## config.mk

```make
export PLATFORM = sky130hd
export DESIGN_NAME = mem_ldst_unit
export DESIGN_NICKNAME = d
export VERILOG_FILES = /design/src/rtl/mem_pkg.sv /design/src/rtl/ldst_byte_merge.sv /design/src/rtl/mem_ldst_unit.sv
export SDC_FILE = /design/constraint.sdc
export NUM_CORES = 1
export LEC_CHECK = 0
export ABC_AREA = 1
export BUFFER_PORTS_ARGS = -buffer_cell sky130_fd_sc_hd__buf_2
export CAP_MARGIN = 10
export CORE_ASPECT_RATIO = 1.2
export CORE_MARGIN = 3
export CORE_UTILIZATION = 37
export CTS_CLUSTER_SIZE = 24
export DETAILED_ROUTE_END_ITERATION = 16
export GPL_ROUTABILITY_DRIVEN = 0
export HOLD_SLACK_MARGIN = 0.1
export PLACE_DENSITY = 0.82
export SLEW_MARGIN = 20
export SYNTH_ARGS = -nofsm -noshare
export SYNTH_HDL_FRONTEND = slang
export SYNTH_SLANG_ARGS = --single-unit
```

## constraint.sdc

```tcl
create_clock -name clk -period 1.1 [get_ports clk]
set_clock_uncertainty 0.05 [all_clocks]
set_input_delay 0.11 -clock clk [delete_from_list [all_inputs] [get_ports clk]]
set_output_delay 0.11 -clock clk [all_outputs]
set_load 0.05 [all_outputs]
```

## src/rtl/mem_pkg.sv

```systemverilog
// ----------------------------------------------------------------------------
// mem_pkg
//   Shared definitions for the block-RAM load/store front-end:
//   default RAM geometry, the load/store FSM state encoding and the byte-enable
//   constants.
// ----------------------------------------------------------------------------
package mem_pkg;

    localparam int DEF_DATA_WIDTH = 16;
    localparam int DEF_ADDR_WIDTH = 10;
    localparam int DEF_CPU_AW     = 16;

    typedef enum logic [2:0] {
        IDLE   = 3'd0,
        RD     = 3'd1,
        RSP    = 3'd2,
        RMW_RD = 3'd3,
        RMW_WR = 3'd4
    } ldst_state_e;

    localparam logic [1:0] BE_NONE = 2'b00;
    localparam logic [1:0] BE_LO   = 2'b01;
    localparam logic [1:0] BE_HI   = 2'b10;
    localparam logic [1:0] BE_ALL  = 2'b11;

endpackage

```

## src/rtl/ldst_byte_merge.sv

```systemverilog
// ----------------------------------------------------------------------------
// ldst_byte_merge
//   Combinational byte merge for partial stores: each half of the result comes
//   from new_word when its enable is set, otherwise from old_word.
// Ports:
//   old_word  in   DATA_WIDTH  word currently held in RAM
//   new_word  in   DATA_WIDTH  store data
//   be        in   2           [1] = high half, [0] = low half
//   merged    out  DATA_WIDTH  word to write back
// ----------------------------------------------------------------------------
module ldst_byte_merge #(
    parameter int DATA_WIDTH = 16
) (
    input  logic [DATA_WIDTH-1:0] old_word,
    input  logic [DATA_WIDTH-1:0] new_word,
    input  logic [1:0]            be,
    output logic [DATA_WIDTH-1:0] merged
);

    localparam int HALF = DATA_WIDTH / 2;

    always_comb begin
        // NOTE: full default first so no path leaves merged unassigned (no latch).
        merged = old_word;
        if (be[0]) merged[HALF-1:0]          = new_word[HALF-1:0];
        if (be[1]) merged[DATA_WIDTH-1:HALF] = new_word[DATA_WIDTH-1:HALF];
    end

endmodule

```

## src/rtl/mem_ldst_unit.sv

```systemverilog
// ----------------------------------------------------------------------------
// mem_ldst_unit
//   Load/store front-end for port A of the dual-port block RAM. Accepts CPU
//   requests on a valid/ready handshake, drives the RAM pins, absorbs the RAM's
//   1-cycle registered read latency and returns load data on a valid/ready
//   response channel. Accesses with any address bit above the RAM range set are
//   out of range: they never write, loads return 0 with rsp_err, and the sticky
//   fault flag is raised.
// Configuration macro: LDST_BYTE_EN -- partial stores (req_be != 2'b11) become
//   read-modify-write; without it req_be is ignored and every store is full-word.
// Ports:
//   clk, reset                   clock, synchronous active-high reset
//   req_valid/req_ready          request handshake (ready only in IDLE)
//   req_we/req_addr/req_wdata    store flag, CPU word address, store data
//   req_be                       byte enables (only with LDST_BYTE_EN)
//   rsp_valid/rsp_ready          load response handshake
//   rsp_data/rsp_err             load data, out-of-range flag
//   fault                        sticky out-of-range indicator
//   mem_addr/mem_data/mem_we     to RAM port A
//   mem_q                        from RAM port A (valid cycle after address)
// ----------------------------------------------------------------------------
module mem_ldst_unit
    import mem_pkg::*;
#(
    parameter int DATA_WIDTH = DEF_DATA_WIDTH,
    parameter int ADDR_WIDTH = DEF_ADDR_WIDTH,
    parameter int CPU_AW     = DEF_CPU_AW
) (
    input  logic                  clk,
    input  logic                  reset,
    input  logic                  req_valid,
    output logic                  req_ready,
    input  logic                  req_we,
    input  logic [CPU_AW-1:0]     req_addr,
    input  logic [DATA_WIDTH-1:0] req_wdata,
    input  logic [1:0]            req_be,
    output logic                  rsp_valid,
    input  logic                  rsp_ready,
    output logic [DATA_WIDTH-1:0] rsp_data,
    output logic                  rsp_err,
    output logic                  fault,
    output logic [ADDR_WIDTH-1:0] mem_addr,
    output logic [DATA_WIDTH-1:0] mem_data,
    output logic                  mem_we,
    input  logic [DATA_WIDTH-1:0] mem_q
);

    ldst_state_e           state;
    logic [ADDR_WIDTH-1:0] addr_q;
    logic                  oor_q;
    logic                  oor;
    logic                  accept;
    logic                  store_full;

    assign oor       = |req_addr[CPU_AW-1:ADDR_WIDTH];
    assign req_ready = (state == IDLE);
    // Reset gates accept so a store presented during reset never reaches the RAM.
    assign accept    = req_valid & req_ready & ~reset;

`ifdef LDST_BYTE_EN
    logic [DATA_WIDTH-1:0] wdata_q;
    logic [DATA_WIDTH-1:0] merged_d;
    logic [DATA_WIDTH-1:0] merged_q;
    logic [1:0]            be_q;
    logic                  store_rmw;

    assign store_full = req_we & (req_be == BE_ALL);
    assign store_rmw  = req_we & (req_be != BE_ALL) & (req_be != BE_NONE);

    // mem_q in RMW_RD is the old word at addr_q, read on the accept edge.
    ldst_byte_merge #(
        .DATA_WIDTH(DATA_WIDTH)
    ) u_merge (
        .old_word(mem_q),
        .new_word(wdata_q),
        .be      (be_q),
        .merged  (merged_d)
    );

    // NOTE: pure datapath registers are left unreset; they are only consumed in
    // states that are entered after they have been loaded.
    always_ff @(posedge clk) begin
        if (accept && state == IDLE && store_rmw && !oor) begin
            wdata_q <= req_wdata;
            be_q    <= req_be;
        end
        if (state == RMW_RD) merged_q <= merged_d;
    end
`else
    logic unused_be;
    assign unused_be  = ^req_be;
    assign store_full = req_we;
`endif

    // RAM pins: pass-through from the request in IDLE so the RAM samples on the
    // accept edge; otherwise hold the latched address with writes off.
    always_comb begin
        mem_addr = addr_q;
        mem_data = '0;
        mem_we   = 1'b0;
        case (state)
            IDLE: begin
                mem_addr = req_addr[ADDR_WIDTH-1:0];
                mem_data = req_wdata;
                mem_we   = accept & store_full & ~oor;
            end
`ifdef LDST_BYTE_EN
            RMW_WR: begin
                mem_data = merged_q;
                mem_we   = ~reset;
            end
`endif
            default: ;
        endcase
    end

    always_ff @(posedge clk) begin
        if (reset) begin
            // NOTE: non-blocking assignments throughout clocked logic.
            state     <= IDLE;
            addr_q    <= '0;
            oor_q     <= 1'b0;
            rsp_valid <= 1'b0;
            rsp_data  <= '0;
            rsp_err   <= 1'b0;
            fault     <= 1'b0;
        end else begin
            case (state)
                IDLE: begin
                    if (accept) begin
                        addr_q <= req_addr[ADDR_WIDTH-1:0];
                        oor_q  <= oor;
                        if (oor) fault <= 1'b1;
                        if (!req_we) state <= RD;
`ifdef LDST_BYTE_EN
                        else if (store_rmw && !oor) state <= RMW_RD;
`endif
                    end
                end
                RD: begin
                    rsp_data  <= oor_q ? '0 : mem_q;
                    rsp_err   <= oor_q;
                    rsp_valid <= 1'b1;
                    state     <= RSP;
                end
                RSP: begin
                    if (rsp_ready) begin
                        rsp_valid <= 1'b0;
                        rsp_err   <= 1'b0;
                        state     <= IDLE;
                    end
                end
`ifdef LDST_BYTE_EN
                RMW_RD: state <= RMW_WR;
                RMW_WR: state <= IDLE;
`endif
                default: state <= IDLE;
            endcase
        end
    end

endmodule
```

# Word level (Yosys, flattened, before mapping)
# Index checks and enable logic that the tools add are counted.
# op_classes
eq_ne	5
muxes	11
n_reduce_logical	7
n_bitwise	6
# op_table
cell	n
$mux W16	2
$mux W10	1
$mux W3	3
$pmux W3 S3	1
$reduce_and A3 Y1	2
$reduce_or A6 Y1	1
$and A1 B1 Y1	4
$ne A2 B2 Y1 const B	2
$pmux W1 S2	2
$reduce_and A2 Y1	2
$eq A3 B1 Y1 const B	1
$eq A3 B2 Y1 const B	1
$logic_not A3 Y1	1
$mux W1	2
$ne A2 B1 Y1 const B	1
$not A1 Y1	2
$reduce_bool A2 Y1	1
# word_totals
elab_cells	36
reg_bits	33
out_inout_bits	47

# Depth between registers and ports, before layout
# Gate-level depths: netlist of the first run.
# logic_depth
word_depth	6
mapped_depth	7

# Least setup slack after synthesis of the first run
# Ideal clock, no wire load.
# synth_path
kind	register -> output
start	reg state[0]
end	out mem_addr[0]
slack_ns	-0.941
arrival_time_ns	1.881
path_stages_with_launch	4
cell_sequence	dfxtp_1 -> nor2_4 -> buf_2 -> o21ai_0
# synth_via
elab_chain_len	2
# synth_lines
item	line	rtl
start: declaration	mem_ldst_unit.sv:48	ldst_state_e state;
start signal: assignment	mem_ldst_unit.sv:120	state <= IDLE;
start signal: assignment	mem_ldst_unit.sv:134	if (!req_we) state <= RD;
start signal: assignment	mem_ldst_unit.sv:144	state <= RSP;
$logic_not A3 Y1	--	
via req_ready	mem_ldst_unit.sv:32	output logic req_ready,
$mux W10	mem_ldst_unit.sv:101	case (state)
end: declaration	mem_ldst_unit.sv:42	output logic [ADDR_WIDTH-1:0] mem_addr,
# The timed path passes the listed nets, and every way through them passes these cells.

# Final worst setup path of the first run
# layout_path
start	reg state[1]
end	out mem_addr[8]
# layout_via
elab_chain_len	2
# layout_lines
item	line
$logic_not A3 Y1	mem_ldst_unit.sv:101
$mux W10	mem_ldst_unit.sv:101
# No other way between the ends.

==> results.txt, run 1 <==
----------------------------------------------------
[Clock network]
  CTS sink count ... 32
  Reg clk slew, reported paths ... approximately 0.060 ns
  H-tree depth reported by CTS ... 2
  Total CTS buffers ... 5
  Clock insertion delay at the later pin of the skew report ... 0.28 ns
  CTS tree ... built
  CTS root buf ... sky130_fd_sc_hd__clkbuf_8
  Maximum clock path buffer count ... 2

[STA]
  Post-route fraction of the period consumed by the critical path ... 144%
  Final min period ... 1.58 ns
  Worst Hold Margin ... around 0.22 ns
  RSZ-0062 raised after global routing ... true
  Worst rel slew slack ... 81.9%
  Least setup slack across all paths after layout ... -0.482 ns
  Actual transition at the worst max-transition pin ... around 0.27 ns
  # setup viols final ... 44
  Max-slew violation total from the final report ... 0
  Fmax ... between 600 and 700 MHz
  Final hold violation count ... 0

[Setup path]
  Required time reported for the critical path endpoint ... 0.94 ns
  Endpoint arrival time on the critical path ... ~1.4 ns
  Critical path launch point ... state[1]$_SDFFE_PP0P_
  Critical path class ... flip-flop to primary output
  Critical path capture point type ... primary output
  RR Endpoint ... oor_q$_SDFFE_PP0P_
  Cell depth of the worst flop-to-flop path ... 7
  Worst reg2reg startpoint ... state[1]$_SDFFE_PP0P_
  Maximum fanout along the worst path ... 5
  Type of origin of the critical path ... flip-flop
  FF-to-FF setup slack ... -0.13 ns
  Critical path endpoint ... mem_addr[8]

[Yosys]
  Share of synthesized flip-flops with an asynchronous set or reset ... 0%
  Synthesized Nets ... around 260
  Mean Syn Cell Area ... 7.56 sq um
  Yosys reg bits ... 32
  Count of warnings emitted by yosys ... 0
  Most used flip-flop cell after synthesis ... sky130_fd_sc_hd__dfxtp_1
  Combined area of all synthesized cells ... approximately 1500 sq um
  Sequential area share after synthesis ... approximately two fifths
  Count of mapped cells out of synthesis ... ~200
  Post-synth EDFFs ... 0
  Count of cell types in the netlist ... 23

[Power]
  Switching power summed over all nets ... about 1.4 mW
  Overall power after layout ... between 3 and 4 mW
  Part of the power in the clock network ... around 28%
  Fraction of power consumed by sequential logic ... 31.7%
  Total power divided by cell area ... 1130 nW/um^2
  Leakage power total ... approximately 1.6 nW
  Combinational share of power ... about two fifths
  Peak supply drop ... between 0.001 and 0.0015 V
  Sw frac ... 35.5%
  Internal power consumption ... approximately 2.5 mW

[Run status]
  Failing checks ... negative setup slack
  Status ... complete, but fails checks

[Die]
  CORE AREA ... between 3000 and 4000 sq um
  Total I/O pin count ... between 100 and 150
  Number of cell rows ... 25
  Initial Util ... 38.6%
  Total die area ... ~5000 sq um
  DIE HEIGHT ... 76.6 um
  DIE WIDTH ... ~65 um

[Layout]
  Number of inserted filler cells in the final layout ... between 150 and 200
  Commonest cells after routing, fill and taps aside ... sky130_fd_sc_hd__buf_2, sky130_fd_sc_hd__dfxtp_1, sky130_fd_sc_hd__inv_1, sky130_fd_sc_hd__buf_6, sky130_fd_sc_hd__dlygate4sd3_1
  Ratio of cells with drive above 1 in the final layout ... about 64%
  Number of nets at the end of the flow ... between 400 and 500
  Final cell count without fillers ... 411
  Final Util ... ~87%
  Antenna Diode Count ... 0
  Area growth from synthesis to final layout ... 126%
  Most frequent standard cell in the layout excluding fill and tap cells ... sky130_fd_sc_hd__buf_2

[Routing]
  Via density ... about 4.9
  Drt drc ... 0
  Final routed wirelength across all metal layers ... between 6000 and 7000 um
  Number of DRC markers after the initial detailed-route iteration ... 59
  WL per Instance ... 16.8 um
  Drt pass-1 iters ... 4
  Antenna Violating Nets Remaining ... 0
  Via count of the routed design ... around 2,000

[Placement]
  Buffers added on ports ... 99
  Placed Cells incl. Taps ... roughly 370
  Detailed placer's ending HPWL ... approximately 3300 um

[Global routing]
  First-pass GRT wire length ... about 9000 um
  Initial antenna violation count ... 0
  Maximum number of pins on one net before global-route repair ... 19
  GR Overflow Total ... 0
  Overall global routing resource usage ... roughly 23%
  Vias in the first global route ... around 2,000

[Worst hold path]
  Class of the most critical hold timing path ... primary input to flip-flop

[Run]
  Number of max-cap violations ... 0

----------------------------------------------------
[power by group through the flow]
stage,Sequential (mW),Combinational [mW],Clock [mW]
floorplan,1.35,0.698,0
global placement,1.26,1.06,0
detailed placement,1.26,1.08,0
CTS,1.24,1.37,1.12
global route,1.25,1.62,1.17
finish,1.24,1.56,1.11
[how the worst min path moves through the flow]
stage	start	endpoint	slack (ns)	cells after the start
2_1_floorplan	req_we	state[0]$_SDFFE_PP0P_	0.13	1
3_3_place_gp	req_we	state[0]$_SDFFE_PP0P_	0.25	2
3_5_place_dp	req_we	state[0]$_SDFFE_PP0P_	0.24	2
4_1_cts	req_addr[10]	oor_q$_SDFFE_PP0P_	0.18	5
5_1_grt	reset	rsp_data[6]$_SDFFE_PP0P_	0.23	3
6_report	req_addr[10]	oor_q$_SDFFE_PP0P_	0.22	5
[cell type report]
class                           instances  area (sq um)  area share [%]
Tap cell                               54          67.6            1.95
Sequential cell                        32           643            18.6
Clock buffer                            6          72.6            2.09
Timing Repair Buffer                  154          1350            39.0
Timing Repair inverter                  2          27.5           0.795
Clock inverter                          2          35.0            1.01
Inverter                               34           155            4.48
Multi-Input combinational cell        127          1110            32.1
[layer usage]
metal / routed length, um / vias up / GRT usage [%]
li1: - / 943 / -
met4: 235 / 0 / 9.51
met3: 359 / 18 / 6.49
met1: 2340 / 943 / 22.2
met5: 0 / - / 0
met2: 3980 / 92 / 44.3
[registers in the layout, summed over array words and instances (netlist names)]
signal,flops
rsp_err,1
rsp_valid,1
oor_q,1
state,2
rsp_data,16
fault,1
addr_q,10
[Yosys cell counts (5+ instances only)]
cell	instances	area, sq um
sky130_fd_sc_hd__nand3_1	12	60.1
sky130_fd_sc_hd__o21ai_0	10	50.1
sky130_fd_sc_hd__buf_4	5	37.5
sky130_fd_sc_hd__a21oi_1	10	50.1
sky130_fd_sc_hd__inv_1	31	116
sky130_fd_sc_hd__dfxtp_1	32	641
sky130_fd_sc_hd__a21oi_2	8	70.1
sky130_fd_sc_hd__nand2_1	41	154
sky130_fd_sc_hd__o21ai_2	10	87.6
sky130_fd_sc_hd__nand3_2	8	80.1
sky130_fd_sc_hd__nor2_1	20	75.1
[kinds of logic (layout without fill, tap and decap cells)]
family	count (synthesis)	after routing	synth area share, %
AND/OR/NAND/NOR	87	87	26.9
buffers and inverters	44	198	13.8
AO/OA/AOI/OAI	40	40	17.6
flip-flops	32	32	41.7
[per-stage QoR]
| step | instance area [sq um] | setup slack [ns] | TNS, ns |
|---|---|---|---|
| final | 3460 | -0.482 | -13.17 |
| after global routing | 3460 | -0.507 | -14.82 |
| after CTS | 3170 | -0.440 | -11.52 |
| after detailed placement | 2430 | -0.247 | -6.43 |
| after global placement | 2430 | -0.179 | -4.99 |
| after floorplan | 1780 | -0.159 | -2.68 |
[worst max-delay path: stages, from the launching register on]
cell and delay [ns]:
sky130_fd_sc_hd__dfxtp_2 0.33, sky130_fd_sc_hd__nor2_4 0.19, sky130_fd_sc_hd__buf_12 0.15, sky130_fd_sc_hd__clkbuf_16 0.15
sky130_fd_sc_hd__buf_8 0.11, sky130_fd_sc_hd__o21ai_4 0.05, sky130_fd_sc_hd__buf_8 0.15
[timing repair]
item | 4_1_cts | 5_1_grt
setup buffers | 3 | 2
gates resized for setup | 78 | 65
hold buffers | 28 | 0
endpoints found under the setup margin | 57 | 59
hold endpoints to repair | 27 | 0
cloned | 4 | 2
pin swaps | 5 | 11
Note: power is estimated with default switching activity, not from simulation.
==> run 2, diff against run 1 <==
- CELL_PAD_IN_SITES_DETAIL_PLACEMENT: not set -> 0
- CELL_PAD_IN_SITES_GLOBAL_PLACEMENT: not set -> 1
- CORE_UTILIZATION: 37 -> 25
- PLACE_DENSITY: 0.82 -> 0.83
==> run 2 against run 1 <==
The run still ends with negative setup slack left. Critical endpoint is now mem_addr[2]. Clock-buffer cell count did not move. Largest cell class unchanged. Critical path depth stayed put. Global-route usage decreased by 7.6 points.
==> results.txt, run 2 (synthesized netlist as in run 1, its figures left out) <==
----------------------------------------------------
[Layout]
  Area growth from synthesis to final layout ... 125%
  Most frequent standard cell in the layout excluding fill and tap cells ... sky130_fd_sc_hd__buf_2
  Antenna Diode Count ... 0
  Post-Layout Inst Area ... 3450 sq um
  Ratio of cells with drive above 1 in the final layout ... a little under two thirds
  Number of nets at the end of the flow ... a little over 400
  Number of inserted filler cells in the final layout ... 494
  Total area of multi-input combinational cells ... about 1100 sq um
  Sequential Area ... around 640 sq um
  Number of flip-flops in the largest register ... 16
  Commonest cells after routing, fill and taps aside ... sky130_fd_sc_hd__buf_2, sky130_fd_sc_hd__buf_6, sky130_fd_sc_hd__dfxtp_1, sky130_fd_sc_hd__inv_1, sky130_fd_sc_hd__dlygate4sd3_1
  Largest registers ranked by flip-flop count ... rsp_data: 16 flops, addr_q: 10 flops, state: 2 flops
  Register name with the most flops ... rsp_data

[Routing]
  Number of DRC markers after the initial detailed-route iteration ... 22
  WL per Instance ... between 10 and 15 um
  Drt pass-1 iters ... 4
  Drt drc ... 0
  Final routed wirelength across all metal layers ... ~5600 um
  Via count of the routed design ... 1,880
  Via density ... between 4 and 5
  Antenna Violating Nets Remaining ... 0

[Global routing]
  First-pass GRT wire length ... 8890 um
  Vias in the first global route ... around 1,900
  Initial antenna violation count ... 0
  Overall global routing resource usage ... between 15 and 20%
  Maximum number of pins on one net before global-route repair ... 19
  GR Overflow Total ... 0

[Power]
  Fraction of power consumed by sequential logic ... between 30% and 40%
  Sw frac ... between 30 and 40%
  Part of the power in the clock network ... 28.9%
  Peak supply drop ... 0.000778 V
  Total power divided by cell area ... 1110 nW/um^2
  Internal power consumption ... 2.51 mW
  Combinational share of power ... around two fifths
  Switching power summed over all nets ... 1.33 mW
  Leakage power total ... 1.54 nW
  Overall power after layout ... 3.84 mW

[STA]
  Actual transition at the worst max-transition pin ... ~0.28 ns
  Final hold violation count ... 0
  Max-slew violation total from the final report ... 0
  Fmax ... 648 MHz
  RSZ-0062 raised after global routing ... true
  Least setup slack across all paths after layout ... -0.444 ns
  Final min period ... between 1.5 and 2 ns
  Worst rel slew slack ... approximately 81%
  Post-route fraction of the period consumed by the critical path ... 140%
  # setup viols final ... 48

[Clock network]
  H-tree depth reported by CTS ... 2
  Maximum clock path buffer count ... 2
  Total CTS buffers ... 5
  Reg clk slew, reported paths ... ~0.07 ns
  CTS tree ... built
  CTS sink count ... 32
  CTS root buf ... sky130_fd_sc_hd__clkbuf_8
  Clock insertion delay at the later pin of the skew report ... 0.29 ns

[Die]
  Number of cell rows ... 30
  Initial Util ... about a quarter
  DIE WIDTH ... approximately 78 um
  DIE HEIGHT ... ~92 um
  Total I/O pin count ... 102
  Total die area ... a little over 7000 sq um
  CORE AREA ... between 5000 and 6000 sq um

[Placement]
  Placement Cell Area ... roughly 2500 sq um
  Detailed placer's ending HPWL ... 3270 um
  Buffers added on ports ... between 90 and 100

[Setup path]
  Worst reg2reg startpoint ... state[1]$_SDFFE_PP0P_
  Crit path largest cell delay ... 0.36 ns
  Type of origin of the critical path ... flip-flop
  Critical path capture point type ... primary output
  Slowest stage cell, crit path ... sky130_fd_sc_hd__dfxtp_2
  Critical path class ... flip-flop to primary output
  Endpoint arrival time on the critical path ... approximately 1.4 ns
  Critical path launch point ... state[1]$_SDFFE_PP0P_
  Cell breakdown of the critical path ... nor2_4 > buf_6 > buf_6 > buf_6 > o21ai_4 > buf_8
  Top cell by count, worst path ... sky130_fd_sc_hd__buf_6
  Maximum fanout along the worst path ... 5
  Required time reported for the critical path endpoint ... about 0.94 ns

[Worst hold path]
  Min-delay src ... req_addr[10]
  Class of the most critical hold timing path ... primary input to flip-flop

[Run status]
  Status ... complete, but fails checks
  Failing checks ... negative setup slack

[Run]
  Number of max-cap violations ... 0

----------------------------------------------------
## run 2: changes by cell type in the layout (fill, tap and decap cells not counted), moves of 4 or more
cell                       delta
sky130_fd_sc_hd__nand2_1      +9
sky130_fd_sc_hd__nand2_4      -9
sky130_fd_sc_hd__buf_6        +8
sky130_fd_sc_hd__buf_12       -5
sky130_fd_sc_hd__a21oi_1      -4
sky130_fd_sc_hd__a21oi_2      +4
sky130_fd_sc_hd__buf_2        -4
sky130_fd_sc_hd__clkbuf_4     +4
## run 2: critical path, delay by kind of cell (launching register included)
| kind | cells | cell delay [ns] |
|---|---|---|
| compound gates | 1 | 0.15 |
| buf+inv | 4 | 0.51 |
| flops | 1 | 0.36 |
| simple gates | 1 | 0.06 |
## run 2: metrics by stage
stage,setup TNS [ns],std cells,util [%],setup WS [ns],hold slack (ns)
global placement,-5.11,392,42.2,-0.184,0.243
CTS,-13.98,437,55.1,-0.437,0.197
global route,-17.18,441,59.3,-0.487,0.233
finish,-14.18,441,59.3,-0.444,0.198
floorplan,-2.68,203,-,-0.159,0.132
detailed placement,-5.84,392,42.2,-0.209,0.247
## run 2: repair_timing
action | in CTS | in global routing
buffers inserted | 5 | 3
hold buffers | 28 | 0
resized for setup | 87 | 57
hold endpoints to repair | 27 | 0
pin swaps | 4 | 9
setup endpoints to repair | 56 | 63
gates cloned | 4 | 2
## run 2: area by class of cell
type | instances | area share, %
Sequential cell | 32 | 18.6
Clock inverter | 2 | 1.02
Timing Repair inverter | 2 | 0.725
Timing Repair Buffer | 158 | 39.1
Multi-Input combinational cell | 127 | 31.1
Inverter | 34 | 4.42
Tap cell | 80 | 2.90
Clock buffer | 6 | 2.10
## run 2: worst paths after layout
path,end,slack [ns],cells after the start
max,mem_addr[2],-0.44,6
min,oor_q$_SDFFE_PP0P_,0.20,5
max reg2reg,addr_q[2]$_SDFFE_PP0P_,-0.23,8
min reg2reg,fault$_SDFFE_PP0P_,0.41,2
## run 2: routing by layer
metal	share of wire [%]	global-route usage [%]	up-vias
li1	-	-	948
met5	0	0	-
met1	36	16.4	860
met2	56	29.0	65
met3	6.6	5.01	7
met4	1.3	4.60	0
## run 2: power by group through the flow
stage	combinational (mW)	sequential [mW]	clock (mW)
2_1_floorplan	0.698	1.35	0
3_3_place_gp	1.06	1.26	0
3_5_place_dp	1.07	1.26	0
4_1_cts	1.37	1.24	1.14
5_1_grt	1.58	1.24	1.20
6_report	1.49	1.24	1.11
